## src/rtl/pc_unit.sv

```systemverilog
// rtl/pc_unit.sv - RV32I fetch program counter with prioritised redirects and a circular return-address stack
module pc_unit #(
  parameter int              XLEN         = 32,
  parameter logic [XLEN-1:0] RESET_VECTOR = '0,
  parameter int              STEP         = 4,
  parameter int              ALIGN_BITS   = 2,
  parameter int              RAS_DEPTH    = 4
) (
  input  logic                           clk,
  input  logic                           reset,
  input  logic                           stall,
  input  logic                           trap_en,
  input  logic [XLEN-1:0]                trap_vec,
  input  logic                           jmp_en,
  input  logic                           branch_en,
  input  logic [XLEN-1:0]                jmp,
  input  logic                           call_en,
  input  logic                           ret_en,
  output logic [XLEN-1:0]                pc,
  output logic [XLEN-1:0]                pc_next,
  output logic                           redirected,
  output logic                           misalign,
  output logic [XLEN-1:0]                misalign_addr,
  output logic                           ras_underflow,
  output logic [$clog2(RAS_DEPTH):0]     ras_count
);

  localparam int              PW         = $clog2(RAS_DEPTH);
  localparam int              CW         = PW + 1;
  localparam logic [XLEN-1:0] STEP_V     = XLEN'(STEP);
  localparam logic [XLEN-1:0] ALIGN_MASK = XLEN'((64'd1 << ALIGN_BITS) - 64'd1);
  localparam logic [CW-1:0]   CNT_FULL   = CW'(RAS_DEPTH);

  logic [XLEN-1:0] ras_mem [RAS_DEPTH];
  logic [PW-1:0]   ras_ptr;
  logic [PW-1:0]   top_idx;
  logic [PW-1:0]   ras_waddr;
  logic [XLEN-1:0] ras_top;
  logic            ras_empty;
  logic            ras_ok;
  logic            push;
  logic            pop;
  logic            replace;
  logic            underflow_d;
  logic            jmp_req;
  logic            jmp_bad;
  logic [XLEN-1:0] pc_d;
  logic            redirect_d;
  logic            misalign_d;

  assign pc_next   = pc + STEP_V;
  assign ras_empty = (ras_count == '0);
  // ras_ptr is the next free slot, so the newest entry sits one below it
  assign top_idx   = ras_ptr - PW'(1);
  assign ras_top   = ras_mem[top_idx];
  assign jmp_req   = jmp_en | branch_en;
  assign jmp_bad   = (jmp & ALIGN_MASK) != '0;

  assign ras_ok      = ~trap_en & ~stall;
  assign replace     = ras_ok & call_en & ret_en & ~ras_empty;
  assign push        = ras_ok & call_en & ~replace;
  assign pop         = ras_ok & ret_en & ~call_en & ~ras_empty;
  assign underflow_d = ras_ok & ret_en & ras_empty;
  assign ras_waddr   = replace ? top_idx : ras_ptr;

  always_comb begin
    pc_d       = pc;
    redirect_d = 1'b0;
    misalign_d = 1'b0;
    if (trap_en) begin
      pc_d       = trap_vec;
      redirect_d = 1'b1;
    end else if (jmp_req) begin
      if (jmp_bad) begin
        misalign_d = 1'b1;
      end else begin
        pc_d       = jmp;
        redirect_d = 1'b1;
      end
    end else if (ret_en && !stall) begin
      if (!ras_empty) begin
        pc_d       = ras_top;
        redirect_d = 1'b1;
      end else begin
        pc_d = pc_next;
      end
    end else if (!stall) begin
      pc_d = pc_next;
    end
  end

  always_ff @(posedge clk or posedge reset) begin
    if (reset) begin
      pc            <= RESET_VECTOR;
      redirected    <= 1'b0;
      misalign      <= 1'b0;
      misalign_addr <= '0;
      ras_underflow <= 1'b0;
      ras_count     <= '0;
      ras_ptr       <= '0;
    end else begin
      pc            <= pc_d;
      redirected    <= redirect_d;
      misalign      <= misalign_d;
      ras_underflow <= underflow_d;
      if (misalign_d) begin
        misalign_addr <= jmp;
      end
      if (push) begin
        ras_ptr <= ras_ptr + PW'(1);
        if (ras_count != CNT_FULL) begin
          ras_count <= ras_count + CW'(1);
        end
      end else if (pop) begin
        ras_ptr   <= ras_ptr - PW'(1);
        ras_count <= ras_count - CW'(1);
      end
    end
  end

  // Stack contents carry no reset; ras_count alone defines validity
  always_ff @(posedge clk) begin
    if (push || replace) begin
      ras_mem[ras_waddr] <= pc_next;
    end
  end

endmodule

```

## config.mk

```make
export PLATFORM = sky130hd
export DESIGN_NAME = pc_unit
export DESIGN_NICKNAME = d
export VERILOG_FILES = /design/src/rtl/pc_unit.sv
export SDC_FILE = /design/constraint.sdc
export NUM_CORES = 1
export LEC_CHECK = 0
export ABC_AREA = 1
export ABC_CLOCK_PERIOD_IN_PS = 3300
export CAP_MARGIN = 20
export CORE_ASPECT_RATIO = 1.4
export CORE_MARGIN = 2
export CORE_UTILIZATION = 40
export DETAILED_ROUTE_END_ITERATION = 16
export PLACE_DENSITY_LB_ADDON = 0.12
export SYNTH_ARGS = -nofsm -noshare
export SYNTH_HDL_FRONTEND = slang
export SYNTH_SLANG_ARGS = --single-unit
```

## constraint.sdc

```tcl
create_clock -name clk -period 3.3 [get_ports clk]
set_input_delay 0.66 -clock clk [delete_from_list [all_inputs] [get_ports clk]]
set_output_delay 0.66 -clock clk [all_outputs]
set_load 0.05 [all_outputs]
```

## Word level (Yosys, flattened, before mapping)

Memories as Yosys holds them, arrays and structs flattened.
Index checks and enable logic that the tools add are counted.

| cells by class | value |
|---|---|
| reduce and logical (&&, ||, !) cells | 8 |
| muxes and demuxes | 22 |
| $add $sub $neg | 5 |
| bitwise operators | 15 |
| equal/unequal tests | 4 |

Operators by type and width:

| cell | number |
|---|---|
| $mux W32 | 6 |
| $add A32 B3 Y32 const B | 1 |
| $reduce_bool A32 Y1 | 1 |
| $mux W1 | 10 |
| $and A1 B1 Y1 | 9 |
| $mux W3 | 3 |
| $mux W2 | 3 |
| $ne A3 B3 Y1 const B | 2 |
| $not A1 Y1 | 5 |
| $ne A4 B1 Y1 const B | 1 |
| $reduce_and A2 Y1 | 2 |
| $add A3 B1 Y3 const B | 1 |
| $logic_not A3 Y1 | 1 |
| $sub A3 B1 Y3 const B | 1 |
| $add A2 B1 Y2 const B | 1 |
| $ne A2 B1 Y1 const B | 1 |
| $reduce_bool A2 Y1 | 1 |
| $sub A2 B1 Y2 const B | 1 |
| $logic_and A1 B1 Y1 | 1 |
| $logic_not A1 Y1 | 1 |
| $logic_or A1 B1 Y1 | 1 |
| $or A1 B1 Y1 | 1 |

| word-level totals | value |
|---|---|
| bits in writable memories | 128 |
| bits in registers | 72 |
| memories | 1 |
| logic and storage cells | 62 |
| output and inout bits | 102 |
| input port bits | 72 |

Memories:

| memory | words | bits a word | rd ports | clocked after Yosys merged registers in | write ports | line | text |
|---|---|---|---|---|---|---|---|
| ras_mem | 4 | 32 | 1 | 0 | 1 | 34 | `logic [XLEN-1:0] ras_mem [RAS_DEPTH];` |

## Longest topological paths before layout

| depth | value |
|---|---|
| depth in word-level cells | 10 |
| gate-level depth with buffers | 11 |
| depth with buffers taken out | 10 |

## Worst setup path after synthesis

No wires, ideal clock.

| timing | value |
|---|---|
| kind | input port to flip-flop |
| start point | input port trap_en |
| end point | memory ras_mem[1][0], enable pin |
| arrival time | 2875 ps |
| setup time | 421 ps |
| slack | 4 ps |
| data required time | 2879 ps |
| path buffers | 1 |
| stages on the path | 8 |
| path through | buf_4 -> nor2_1 -> nand2_1 -> inv_2 -> nand2_1 -> xor2_1 -> or2_1 -> nor2_1 |

| between the ends | value |
|---|---|
| longest elaborated chain between the ends | 10 |
| elaborated cells between the ends (all ways) | 11 |
| classes of those cells | mux (3); bitwise (7); reduce/logical (1) |

Ends and longest elaborated chain:

| item | line | text |
|---|---|---|
| start, declared | 12 | `input logic trap_en,` |
| $not A1 Y1 * | 59 | `assign ras_ok = ~trap_en & ~stall;` |
| $and A1 B1 Y1 * | 59 |  |
| $and A1 B1 Y1 * | 60, 61 |  |
| $and A1 B1 Y1 (2 in series) | 60 | `assign replace = ras_ok & call_en & ret_en & ~ras_empty;` |
| $not A1 Y1 | 61 | `assign push = ras_ok & call_en & ~replace;` |
| $and A1 B1 Y1 | 61 |  |
| $logic_or A1 B1 Y1 | 123 | `if (push \|\| replace) begin` |
| $mux W1 | 123 |  |
| $mux W1 (not written as such) | 124 | `ras_mem[ras_waddr] <= pc_next;` |
| end, declared | 34 |  |

Every way passes the cells marked *; elsewhere a longest branch is shown, timed or not.

## Final worst setup path

| timing | value |
|---|---|
| start point | register pc[2] |
| end point | output port pc_next[4] |

| between the ends | value |
|---|---|
| longest elaborated chain between the ends | 1 |

Ends and longest elaborated chain:

| item | line | text |
|---|---|---|
| start, declared | 19 | `output logic [XLEN-1:0] pc,` |
| start signal, assigned | 102 | `pc <= pc_d;` |
| $add A32 B3 Y32 | 51 | `assign pc_next = pc + STEP_V;` |
| end, declared | 20 | `output logic [XLEN-1:0] pc_next,` |

No other way between the ends.

==> results_dict.tcl <==
set metrics [dict create \
    skew_ns 0.00703 \
    nets 1265 \
    grt_pass1_wl_um 43300 \
    drtAntennaViolNets 0 \
    finalMaxSlewViolations 0 \
    tns_ns 0 \
    mostFrequentLayoutCells "301 x nand2_1, 147 x clkdlybuf4s50_1, 128 x edfxtp_1, 106 x nor2_1, 100 x inv_1" \
    synth_seq_area_share_pct 59.5 \
    gp_congestion 0.943 \
    via_count 7514 \
    r2r_slack_ns 1.13 \
    final_common_cell "nand2_1" \
    synth-xor-area-share_pct 1.98 \
    worst-path-max-fanout 5 \
    critPathKind "register to primary output" \
    leakagePower_nw 5.12 \
    synth_edf_count 128 \
    clock_path_buffers 2 \
    cts.repair.resized 1 \
    synth_top_family_by_area "simple AND/OR/NAND/NOR gates" \
    finalSetupViolations 0 \
    layout_worst_path_cycle_share_pct 95.3 \
    drt-initial-drc-count 548 \
    syn-cell-area_um2 9490 \
    fmax_ghz 0.318 \
    routed_wl_um 27700 \
    hold_path.startpoint "misalign_addr[21]" \
    clkSlewWorstSetupHoldPaths_ns 0.07 \
    hold_viol 0 \
    fillCellCount 2177 \
    dieHeight_um 186 \
    avgViaCountPerCell 4.98 \
    holdPathEnd "misalign_addr[21]" \
    status "finished, final reports clean" \
    die_width_um 134 \
    cts-root-buf "clkbuf_16" \
    worst_slack_ns 0.154 \
    cp.arrival_ns 2.49 \
    hold_buffers 0 \
    io_buffers 173 \
    start_util_pct 40.8 \
    synth_nets 1091 \
    max-cap-violations 0 \
    hold_path_class "register to register" \
    h-tree-depth 4 \
    grt_max_degree 61 \
    r2r-start "ras_ptr[0]" \
    ys_top_cells_by_area "edfxtp_1 40%, dfrtp_1 19%, nand2_1 12%, nor2_1 4.4%, inv_1 4.0%" \
    ys_ff_latch 200 \
    synth_top_cell_by_area "edfxtp_1" \
    worst_pin_slew_ns 0.631 \
    dp_cells 1478 \
    cts_buffers 17 \
    synthAdderAreaFrac_pct 0.343 \
    cts_tree "yes" \
    ys_types 40 \
    diodes 0 \
    cts.sink_count 200 \
    post_cts_buffers 0 \
    core_um2 23300 \
    dp_hpwl_um 19800 \
    p_per_area_nw_per_um2 676 \
    grt_use_total_pct 22.8 \
    r2r_cells 7 \
    boundaryPins 174 \
    avgSynthCellArea_um2 9.33 \
    synthMuxAreaShare_pct 0.105 \
    syn_inst 1017 \
    grt_setup_unrepaired "no" \
    slew_headroom_pct 57.6 \
    firstDrtPassIters 5 \
    cp-end-kind "primary output" \
    min_period_ns 3.15 \
    critical_path_required_ns 2.64 \
    ys.flop_type "edfxtp_1" \
    overflow 0 \
    vdd.ir_drop.worst_mv 0.377 \
    fin_cells 1509 \
    synth_warnings 0 \
    row_count 66 \
    first_global_vias 7573 \
    rr_endpoint "ras_mem[1][24]" \
    wl_per_cell_um 18.3 \
    post-place-ws_ns 0.397 \
    yosysTopAreaCellShare_pct 40.5 \
    die-area_um2 25000 \
    antenna_found_initial 0 \
    whs_path_depth 2 \
    async_reset_ff_share_pct 36.0 \
    crit_path_start_kind "register" \
    drcViolationCount 0 \
    synthSimpleGateAreaFrac_pct 22.0 \
    clk_latency_ns 0.44 \
    syn2layout_area_growth_pct 27.9 \
    drive_gt1_share_pct 9.98 \
    synth-compound-area-share_pct 9.54 \
]
-- state kept, by name, indices dropped and copies added (netlist names) --
name and cells:
ras_mem 128, ras_ptr 2, ras_underflow 1, misalign 1, ras_count 3, misalign_addr 32
pc 32, redirected 1
-- worst max-delay path, stage by stage (launching register included) --
cell             delay (ns)
dfrtp_1                0.45
ha_1                   0.28
xnor2_1                0.36
inv_1                  0.21
clkdlybuf4s50_1        0.74
-- how the worst max path moves through the flow --
stage / end / slack, ns / from
final: pc_next[4] / 0.15 / pc[2]
after global routing: pc_next[20] / 0.03 / pc[2]
after CTS: pc_next[20] / 0.13 / pc[2]
after detailed placement: ras_mem[3][24] / 0.40 / stall
after global placement: pc_next[5] / 0.42 / pc[2]
after floorplan: ras_mem[1][0] / 0.004 / trap_en
-- through the flow --
step / utilization (%) / hold slack [ns] / instance area, µm² / total power, W
finish: 52.1 / 0.489 / 12100 / 0.00821
global route: 52.1 / 0.508 / 12100 / 0.00862
CTS: 52.1 / 0.494 / 12100 / 0.00826
detailed placement: 49.8 / 0.474 / 11600 / 0.00627
global placement: 49.8 / 0.467 / 11600 / 0.00626
floorplan: - / 0.560 / 9490 / 0.00521
-- metal layers --
layer | GRT usage [%] | vias up | part of all wire, %
li1 | - | 3666 | -
met1 | 29.8 | 3548 | 44
met2 | 37.9 | 257 | 48
met3 | 4.80 | 43 | 5.9
met4 | 7.75 | 0 | 2.3
met5 | 0 | - | 0
-- synthesized netlist by cell type (2+ instances only) --
library cell    n
xor2_2          4
a22oi_1        21
xor2_1          7
buf_2          22
clkbuf_1        9
xnor2_1         7
nand3_1        48
or2_1           2
a211oi_1       14
inv_1         101
nand3b_1        2
o21ai_0        61
nor2_4         14
nand2_1       301
a22o_1          4
a21oi_2         2
a21oi_1        38
buf_6           2
edfxtp_1      128
o21ai_1        12
dfrtp_1        72
inv_2           6
nand2_2         5
nor2_1        110
buf_1           3
buf_4           6
a31oi_1         3
-- logic make-up (layout without fill, tap and decap cells) --
logic type / Yosys count / count (layout)
flip-flops: 200 / 200
multiplexers: 1 / 1
adder cells (fa/ha/maj): 2 / 2
AND/OR/NAND/NOR: 490 / 490
AO/OA/AOI/OAI: 157 / 157
buffers and inverters: 149 / 335
XOR/XNOR: 18 / 18
-- area by class of cell --
cell class | instances | area, µm² | area share, %
clock buffer | 18 | 429 | 3.54
timing repair buffer | 197 | 1920 | 15.8
clock inverter | 13 | 124 | 1.02
tap | 306 | 383 | 3.15
multi-input combinational | 668 | 3230 | 26.6
inverter | 107 | 403 | 3.32
sequential | 200 | 5650 | 46.5
-- report_power, final --
group          internal (W)  switching [W]
clock               0.00105       0.000952
combinational      0.000912        0.00209
sequential          0.00299       0.000216
total               0.00494        0.00326
No activity file was read; power rests on OpenSTA's default activity.
